File: config.mk
export PLATFORM = sky130hd
export DESIGN_NAME = seg_execute_muldiv_ctrl
export DESIGN_NICKNAME = d
export VERILOG_FILES = /design/src/rtl/seg_execute_muldiv_ctrl.sv
export SDC_FILE = /design/constraint.sdc
export NUM_CORES = 1
export LEC_CHECK = 0
export ABC_AREA = 1
export BUFFER_PORTS_ARGS = -buffer_cell sky130_fd_sc_hd__buf_2
export CAP_MARGIN = 20
export CORE_ASPECT_RATIO = 1.2
export CORE_MARGIN = 3
export CORE_UTILIZATION = 36
export DETAILED_ROUTE_END_ITERATION = 10
export HOLD_SLACK_MARGIN = 0.15
export PLACE_DENSITY = 0.59
export SYNTH_ARGS = -nofsm -noshare
export SYNTH_HDL_FRONTEND = slang
export SYNTH_SLANG_ARGS = --single-unit
File: constraint.sdc
create_clock -name i_clk -period 2 [get_ports i_clk]
set_input_delay 0.4 -clock i_clk [delete_from_list [all_inputs] [get_ports i_clk]]
set_output_delay 0.4 -clock i_clk [all_outputs]
set_load 0.005 [all_outputs]
File: src/rtl/seg_execute_muldiv_ctrl.sv
// rtl/seg_execute_muldiv_ctrl.sv - multi-cycle MULT/DIV sequencer owning the HI/LO register pair
module seg_execute_muldiv_ctrl #(
  parameter int NB_DATA = 32,
  parameter int NB_FUNC = 6,
  parameter int NB_CNT  = 5
) (
  input  logic               i_clk,
  input  logic               i_reset,
  input  logic               i_valid,
  input  logic [NB_FUNC-1:0] i_funct,
  input  logic [NB_DATA-1:0] i_rs_data,
  input  logic [NB_DATA-1:0] i_rt_data,
  input  logic               i_flush,
  output logic               o_stall,
  output logic               o_busy,
  output logic               o_done,
  output logic               o_div_zero,
  output logic [NB_DATA-1:0] o_hi,
  output logic [NB_DATA-1:0] o_lo
);

  localparam logic [NB_FUNC-1:0] FN_MFHI  = NB_FUNC'(6'b010000);
  localparam logic [NB_FUNC-1:0] FN_MTHI  = NB_FUNC'(6'b010001);
  localparam logic [NB_FUNC-1:0] FN_MFLO  = NB_FUNC'(6'b010010);
  localparam logic [NB_FUNC-1:0] FN_MTLO  = NB_FUNC'(6'b010011);
  localparam logic [NB_FUNC-1:0] FN_MULT  = NB_FUNC'(6'b011000);
  localparam logic [NB_FUNC-1:0] FN_MULTU = NB_FUNC'(6'b011001);
  localparam logic [NB_FUNC-1:0] FN_DIV   = NB_FUNC'(6'b011010);
  localparam logic [NB_FUNC-1:0] FN_DIVU  = NB_FUNC'(6'b011011);

  typedef enum logic [1:0] {
    ST_IDLE = 2'd0,
    ST_RUN  = 2'd1,
    ST_FIX  = 2'd2
  } state_t;

  state_t r_state;
  state_t w_state_nxt;

  // Operation context latched at accept
  logic [NB_CNT-1:0]  r_cnt;
  logic [NB_DATA-1:0] r_acc_hi;   // multiply: accumulator upper / divide: remainder
  logic [NB_DATA-1:0] r_acc_lo;   // multiply: multiplier shifting out / divide: quotient
  logic [NB_DATA-1:0] r_opnd;     // multiplicand or divisor magnitude
  logic [NB_DATA-1:0] r_rs_orig;  // dividend as presented, returned in HI on divide-by-zero
  logic               r_is_div;
  logic               r_neg_q;
  logic               r_neg_r;
  logic               r_div_zero;

  logic               r_busy;
  logic               r_done;
  logic               r_dz_pulse;
  logic [NB_DATA-1:0] r_hi;
  logic [NB_DATA-1:0] r_lo;

  // Instruction decode
  logic w_is_muldiv;
  logic w_is_hilo;
  logic w_is_mthi;
  logic w_is_mtlo;
  logic w_is_div;
  logic w_is_signed;
  logic w_accept;
  logic w_mt_wr;
  logic w_fix_commit;

  assign w_is_muldiv = (i_funct == FN_MULT) | (i_funct == FN_MULTU) |
                       (i_funct == FN_DIV)  | (i_funct == FN_DIVU);
  assign w_is_mthi   = (i_funct == FN_MTHI);
  assign w_is_mtlo   = (i_funct == FN_MTLO);
  assign w_is_hilo   = w_is_muldiv | w_is_mthi | w_is_mtlo |
                       (i_funct == FN_MFHI) | (i_funct == FN_MFLO);
  assign w_is_div    = i_funct[1];
  assign w_is_signed = ~i_funct[0];

  assign w_accept     = (r_state == ST_IDLE) & i_valid & w_is_muldiv & ~i_flush;
  assign w_mt_wr      = (r_state == ST_IDLE) & i_valid & ~o_stall & ~i_flush &
                        (w_is_mthi | w_is_mtlo);
  assign w_fix_commit = (r_state == ST_FIX) & ~i_flush;

  // Operand magnitudes and signs for signed ops
  logic               w_rs_neg;
  logic               w_rt_neg;
  logic [NB_DATA-1:0] w_rs_mag;
  logic [NB_DATA-1:0] w_rt_mag;

  assign w_rs_neg = w_is_signed & i_rs_data[NB_DATA-1];
  assign w_rt_neg = w_is_signed & i_rt_data[NB_DATA-1];
  assign w_rs_mag = w_rs_neg ? (~i_rs_data + 1'b1) : i_rs_data;
  assign w_rt_mag = w_rt_neg ? (~i_rt_data + 1'b1) : i_rt_data;

  // One iteration of shift-add multiply or restoring divide
  logic [NB_DATA:0]   w_mul_sum;
  logic [NB_DATA:0]   w_mul_upper;
  logic [NB_DATA:0]   w_rem_sh;
  logic [NB_DATA-1:0] w_rem_sub;
  logic               w_rem_ge;
  logic [NB_DATA-1:0] w_step_hi;
  logic [NB_DATA-1:0] w_step_lo;

  assign w_mul_sum   = {1'b0, r_acc_hi} + {1'b0, r_opnd};
  assign w_mul_upper = r_acc_lo[0] ? w_mul_sum : {1'b0, r_acc_hi};
  assign w_rem_sh    = {r_acc_hi, r_acc_lo[NB_DATA-1]};
  assign w_rem_ge    = (w_rem_sh >= {1'b0, r_opnd});
  // Only used when the shifted remainder is >= divisor, so the difference fits NB_DATA bits
  assign w_rem_sub   = w_rem_sh[NB_DATA-1:0] - r_opnd;

  // Select the next accumulator value for the latched operation type
  always_comb begin
    w_step_hi = r_acc_hi;
    w_step_lo = r_acc_lo;
    if (r_is_div) begin
      w_step_hi = w_rem_ge ? w_rem_sub : w_rem_sh[NB_DATA-1:0];
      w_step_lo = {r_acc_lo[NB_DATA-2:0], w_rem_ge};
    end else begin
      w_step_hi = w_mul_upper[NB_DATA:1];
      w_step_lo = {w_mul_upper[0], r_acc_lo[NB_DATA-1:1]};
    end
  end

  // Sign correction and final HI/LO values
  logic [2*NB_DATA-1:0] w_prod;
  logic [2*NB_DATA-1:0] w_prod_fix;
  logic [NB_DATA-1:0]   w_quo_fix;
  logic [NB_DATA-1:0]   w_rem_fix;
  logic [NB_DATA-1:0]   w_hi_res;
  logic [NB_DATA-1:0]   w_lo_res;

  assign w_prod     = {r_acc_hi, r_acc_lo};
  assign w_prod_fix = r_neg_q ? (~w_prod + 1'b1) : w_prod;
  assign w_quo_fix  = r_neg_q ? (~r_acc_lo + 1'b1) : r_acc_lo;
  assign w_rem_fix  = r_neg_r ? (~r_acc_hi + 1'b1) : r_acc_hi;

  // Pick product halves or remainder/quotient; divide-by-zero overrides both
  always_comb begin
    w_hi_res = w_prod_fix[2*NB_DATA-1:NB_DATA];
    w_lo_res = w_prod_fix[NB_DATA-1:0];
    if (r_is_div) begin
      if (r_div_zero) begin
        w_hi_res = r_rs_orig;
        w_lo_res = '1;
      end else begin
        w_hi_res = w_rem_fix;
        w_lo_res = w_quo_fix;
      end
    end
  end

  // State register
  always_ff @(posedge i_clk) begin
    if (!i_reset) begin
      r_state <= ST_IDLE;
    end else begin
      r_state <= w_state_nxt;
    end
  end

  // Next-state logic and HI/LO interlock
  always_comb begin
    w_state_nxt = r_state;
    o_stall     = 1'b0;
    case (r_state)
      ST_IDLE: begin
        if (w_accept) begin
          w_state_nxt = ST_RUN;
        end
      end
      ST_RUN: begin
        o_stall = i_valid & w_is_hilo;
        if (i_flush) begin
          w_state_nxt = ST_IDLE;
        end else if (r_cnt == {NB_CNT{1'b1}}) begin
          w_state_nxt = ST_FIX;
        end
      end
      ST_FIX: begin
        o_stall     = i_valid & w_is_hilo;
        w_state_nxt = ST_IDLE;
      end
      default: begin
        w_state_nxt = ST_IDLE;
      end
    endcase
  end

  // Latch operands at accept, iterate the datapath while running
  always_ff @(posedge i_clk) begin
    if (!i_reset) begin
      r_cnt      <= '0;
      r_acc_hi   <= '0;
      r_acc_lo   <= '0;
      r_opnd     <= '0;
      r_rs_orig  <= '0;
      r_is_div   <= 1'b0;
      r_neg_q    <= 1'b0;
      r_neg_r    <= 1'b0;
      r_div_zero <= 1'b0;
    end else if (w_accept) begin
      r_cnt      <= '0;
      r_is_div   <= w_is_div;
      r_neg_q    <= w_rs_neg ^ w_rt_neg;
      r_neg_r    <= w_rs_neg;
      r_div_zero <= w_is_div & (i_rt_data == '0);
      r_rs_orig  <= i_rs_data;
      r_acc_hi   <= '0;
      if (w_is_div) begin
        r_acc_lo <= w_rs_mag;
        r_opnd   <= w_rt_mag;
      end else begin
        r_acc_lo <= w_rt_mag;
        r_opnd   <= w_rs_mag;
      end
    end else if (r_state == ST_RUN) begin
      r_cnt    <= r_cnt + 1'b1;
      r_acc_hi <= w_step_hi;
      r_acc_lo <= w_step_lo;
    end
  end

  // HI/LO: mul/div results on commit, MTHI/MTLO writes when idle
  always_ff @(posedge i_clk) begin
    if (!i_reset) begin
      r_hi <= '0;
      r_lo <= '0;
    end else if (w_fix_commit) begin
      r_hi <= w_hi_res;
      r_lo <= w_lo_res;
    end else if (w_mt_wr) begin
      if (w_is_mthi) begin
        r_hi <= i_rs_data;
      end
      if (w_is_mtlo) begin
        r_lo <= i_rs_data;
      end
    end
  end

  // Busy flag and single-cycle completion pulses
  always_ff @(posedge i_clk) begin
    if (!i_reset) begin
      r_busy     <= 1'b0;
      r_done     <= 1'b0;
      r_dz_pulse <= 1'b0;
    end else begin
      r_busy     <= (w_state_nxt != ST_IDLE);
      r_done     <= w_fix_commit;
      r_dz_pulse <= w_fix_commit & r_is_div & r_div_zero;
    end
  end

  assign o_busy     = r_busy;
  assign o_done     = r_done;
  assign o_div_zero = r_dz_pulse;
  assign o_hi       = r_hi;
  assign o_lo       = r_lo;

endmodule
==> results.md <==
* Status: finished, violations left
* Failing checks: setup timing
* Setup violators final at 34
* CP endpoint kind: flip-flop
* Clk root buf: clkbuf_16
* Clock sinks at between 200 and 250
* Peak supply drop at approximately 0.66 mV
* Worst Path Max Fanout at 4
* RSZ-0062 raised after global routing: true
* IO Port Bufs at between 100 and 150
* Starting Density at 0.365
* Req. time, crit path at about 2.5 ns
* Hold Slack at 0.188 ns
* Nets at roughly 4800
* Reg2Reg Depth at 12
* Antenna violations before repair at 1
* HP Start: i_rs_data[9]
* Multi-input gate area at roughly 17000 sq um
* Largest net degree at the start of global routing at 106
* Final worst-path cycle share at 1.13
* Hold depth at 3
* # DRC at 0
* Sequential cell area at around 4300 sq um
* CTS tree: built
* Number of global-route vias before repair at between 20000 and 30000
* Die ar. at 59900 sq um
* Number of max-cap violations at 0
* Synth top area cells: nand2_1, dfxtp_1, inv_1
* R2R setup slack at -0.25 ns
* Gr usage total at 0.358
* Final hold violations at 0
* Site row count at 95
* Post-DP HPWL at around 90000 microns
* Setup Skew at 0.0393 ns
* F_max at ~0.44 GHz
* Clk Latency, worst-skew pair at between 0.5 and 0.6 ns
* Top cell by count, worst path: nand2_1
* Cell count after synthesis at around 3800
* P_leak at approximately 17 nW
* Die Y at about 270 microns
* Critical Path Max Stage Delay at between 0.4 and 0.5 ns
* Hold WC Path Type: input port to flip-flop
* Post-synth top area cell: nand2_1
* RePlAce Congestion at ~1.1
* Worst path cell trace: buf_12 -> fa_2 -> nand2_2 -> nand3_4 -> buf_4 -> xor2_1 -> nand2_1 -> o21ai_0 -> a21oi_1 -> nand3_1 -> nand2_1 -> inv_1
* First-pass GRT wire length at between 150000 and 200000 microns
* Mapped Avg Cell Area at around 5.5 sq um
* WS Path Type: flip-flop to flip-flop
* CP startpoint kind: flip-flop
* Most common flop cell mapped by yosys: dfxtp_1
* Sequential share of the synthesized area at 0.201
* Layout area overhead at 61.7%
* I/O pin count at approximately 140
* Synth Warn # at 0
* Post-synth EDFFs at 0
* Mapped cell area at ~21000 sq um
* Syn nets at roughly 4000
* Fill count at about 5400
* Asr flop ratio synth at 0
* DRT iter0 DRCs at about 2600
* Layout cells sized above 1 at 0.402
* Worst slew margin at 0.526
* DP Area at about 28000 sq um
* Antenna Cells at 0
* Remaining antenna violation count at 0
* Inserted Clock Buffers at 25
* Setup ws final at -0.251 ns
* Worst slew pin tran at 0.704 ns
* Flops & latches, synth at 206
* Post-layout minimum cycle time at around 2.3 ns
* CP arrival at ~2.7 ns
* Total Wirelength at between 100000 and 150000 microns
* H-tree depth at 1
* CP max stage cell: fa_2
* Sum Neg Setup Slack at -6.23 ns
* Pwr Total at about 15 mW
* PD cells at roughly 450 nW/um^2
* R2R Path End: r_acc_hi[5]
* Die Span X at 224 microns
* Hold Buf Count CTS at 0
* Final Max Tran Viols at 0
* Clock input transition at the sequential cells of the worst setup and hold paths at about 0.060 ns
* Detail-routed via count per cell at approximately 5.3
* Reg2reg start: r_acc_hi[1]
* Routed via count at 28600
* Hold Path End: r_rs_orig[9]
* Post-route cell area at 33200 sq um
* Clock buffer depth at 3
* Grt ovf at 0
* Netlist cell types at 53
* Core area at 56200 sq um
* Synth top area share at 0.226
* First-pass DRT Iterations at 9
* Routed WL per cell at 21.3 microns
==> cell type report <==
type,count,area share
multi-input cells,2834,0.513
flip-flops and latches,206,0.130
repair buffers,993,0.241
clock inverters,16,0.00453
clock buffers,30,0.0203
inverters,551,0.0641
well taps,727,0.0274
==> report_power, final <==
group,switching (mW),internal (mW),total [mW]
Sequential,0.0664,4.11,4.18
Clock,2.12,2.67,4.80
Combinational,3.44,2.47,5.92
==> stage by stage <==
step                std cells  setup WS, ns   util
CTS                      5304        -0.213  0.544
floorplan                3750      -0.00446      -
finish                   5357        -0.251  0.590
detailed placement       5237        -0.590  0.494
global placement         5237        -0.596  0.494
global route             5357        -0.366  0.590
==> Yosys cell counts, types with 2 or more instances <==
cell and instances:
buf_6 4, a31oi_1 28, a22o_1 2, inv_1 538, xor2_1 74, o211ai_1 43, nand4_1 39, a211oi_1 2
nor3_2 3, inv_2 8, ha_1 73, fa_1 2, o22ai_1 3, nand2_4 2, nor2_4 5, o21ai_1 11
xnor2_1 9, and2_1 11, nor4_1 4, o31ai_1 6, clkbuf_1 99, a31o_2 2, a21oi_1 228, o21ai_2 3
and2_0 2, and3_1 4, clkinv_1 5, a21oi_4 2, nor3_1 33, nand2_1 1236, o21ai_0 282, buf_1 24
nand3_1 343, or2_2 4, o221ai_1 5, o21bai_1 4, nand3b_1 13, dfxtp_1 206, nor2_2 13, nor2_1 314
buf_2 31, nand2_2 10, a22oi_1 10
==> worst max-delay path, delay by kind of cell (launching register included) <==
| family | cells | cell delay, ns |
|---|---|---|
| buf+inv | 3 | 0.34 |
| xor+xnor | 1 | 0.13 |
| flops | 1 | 0.37 |
| fa+ha+maj | 1 | 0.45 |
| simple gates | 5 | 0.51 |
| compound gates | 2 | 0.34 |
==> repair_timing <==
action / 4_1_cts / 5_1_grt
gates cloned: 2 / 5
pin swaps: 67 / 203
setup buffers: 20 / 49
gates resized for setup: 457 / 643
endpoints found under the setup margin: 121 / 149
==> logic make-up (layout without fill, tap and decap cells) <==
logic type / after synthesis / after routing / synth area share
xor+xnor: 83 / 83 / 0.0354
flops: 206 / 206 / 0.201
compound gates: 637 / 637 / 0.170
simple gates: 2039 / 2039 / 0.414
fa+ha+maj: 75 / 75 / 0.0465
buf+inv: 710 / 1590 / 0.133
==> layout by cell type, fill, tap and decap left out, drive strengths merged, types with 2 or more instances in the layout <==
master    synthesis  final
nand2          1248   1248
buf              60    987
inv             546    549
nand3           345    345
nor2            332    332
o21ai           296    296
a21oi           230    230
dfxtp           206    206
xor2             74     74
ha               73     73
o211ai           43     43
nand4            40     40
nor3             36     36
clkbuf           99     35
a31oi            29     29
nand3b           13     13
and2             13     13
clkinv            5     11
a22oi            10     10
xnor2             9      9
o31ai             6      6
clkinvlp          0      5
o221ai            5      5
or2               4      4
o21bai            4      4
nor4              4      4
and3              4      4
o22ai             3      3
a31o              2      2
a211oi            2      2
a22o              2      2
fa                2      2
bufinv            0      2
==> worst max-delay path by stage <==
stage / from / end / cells past startpoint
after floorplan: r_acc_hi[0] / r_acc_hi[23] / 16
after global placement: i_rs_data[1] / r_opnd[14] / 11
after detailed placement: i_rs_data[1] / r_opnd[14] / 11
after CTS: r_acc_hi[0] / r_acc_hi[29] / 15
after global routing: r_acc_hi[1] / r_acc_hi[5] / 12
final: r_acc_hi[1] / r_acc_hi[5] / 12
==> registers in the layout, indices dropped and copies added (netlist names) <==
signal and cells:
r_neg_r 1, r_neg_q 1, o_hi 32, r_cnt 5
r_opnd 32, r_is_div 1, o_done 1, o_busy 1
r_acc_hi 32, r_rs_orig 32, o_lo 32, o_div_zero 1
r_acc_lo 32, r_div_zero 1, r_state 2
==> layer usage <==
metal  track usage  vias up  routed length, microns
met5             0        -                      12
met1         0.410    13100                   41600
met3        0.0574      393                    8850
met2         0.602     1330                   52600
li1              -    13700                       -
met4         0.271        2                   11100
(Power assumes the default switching activity.)
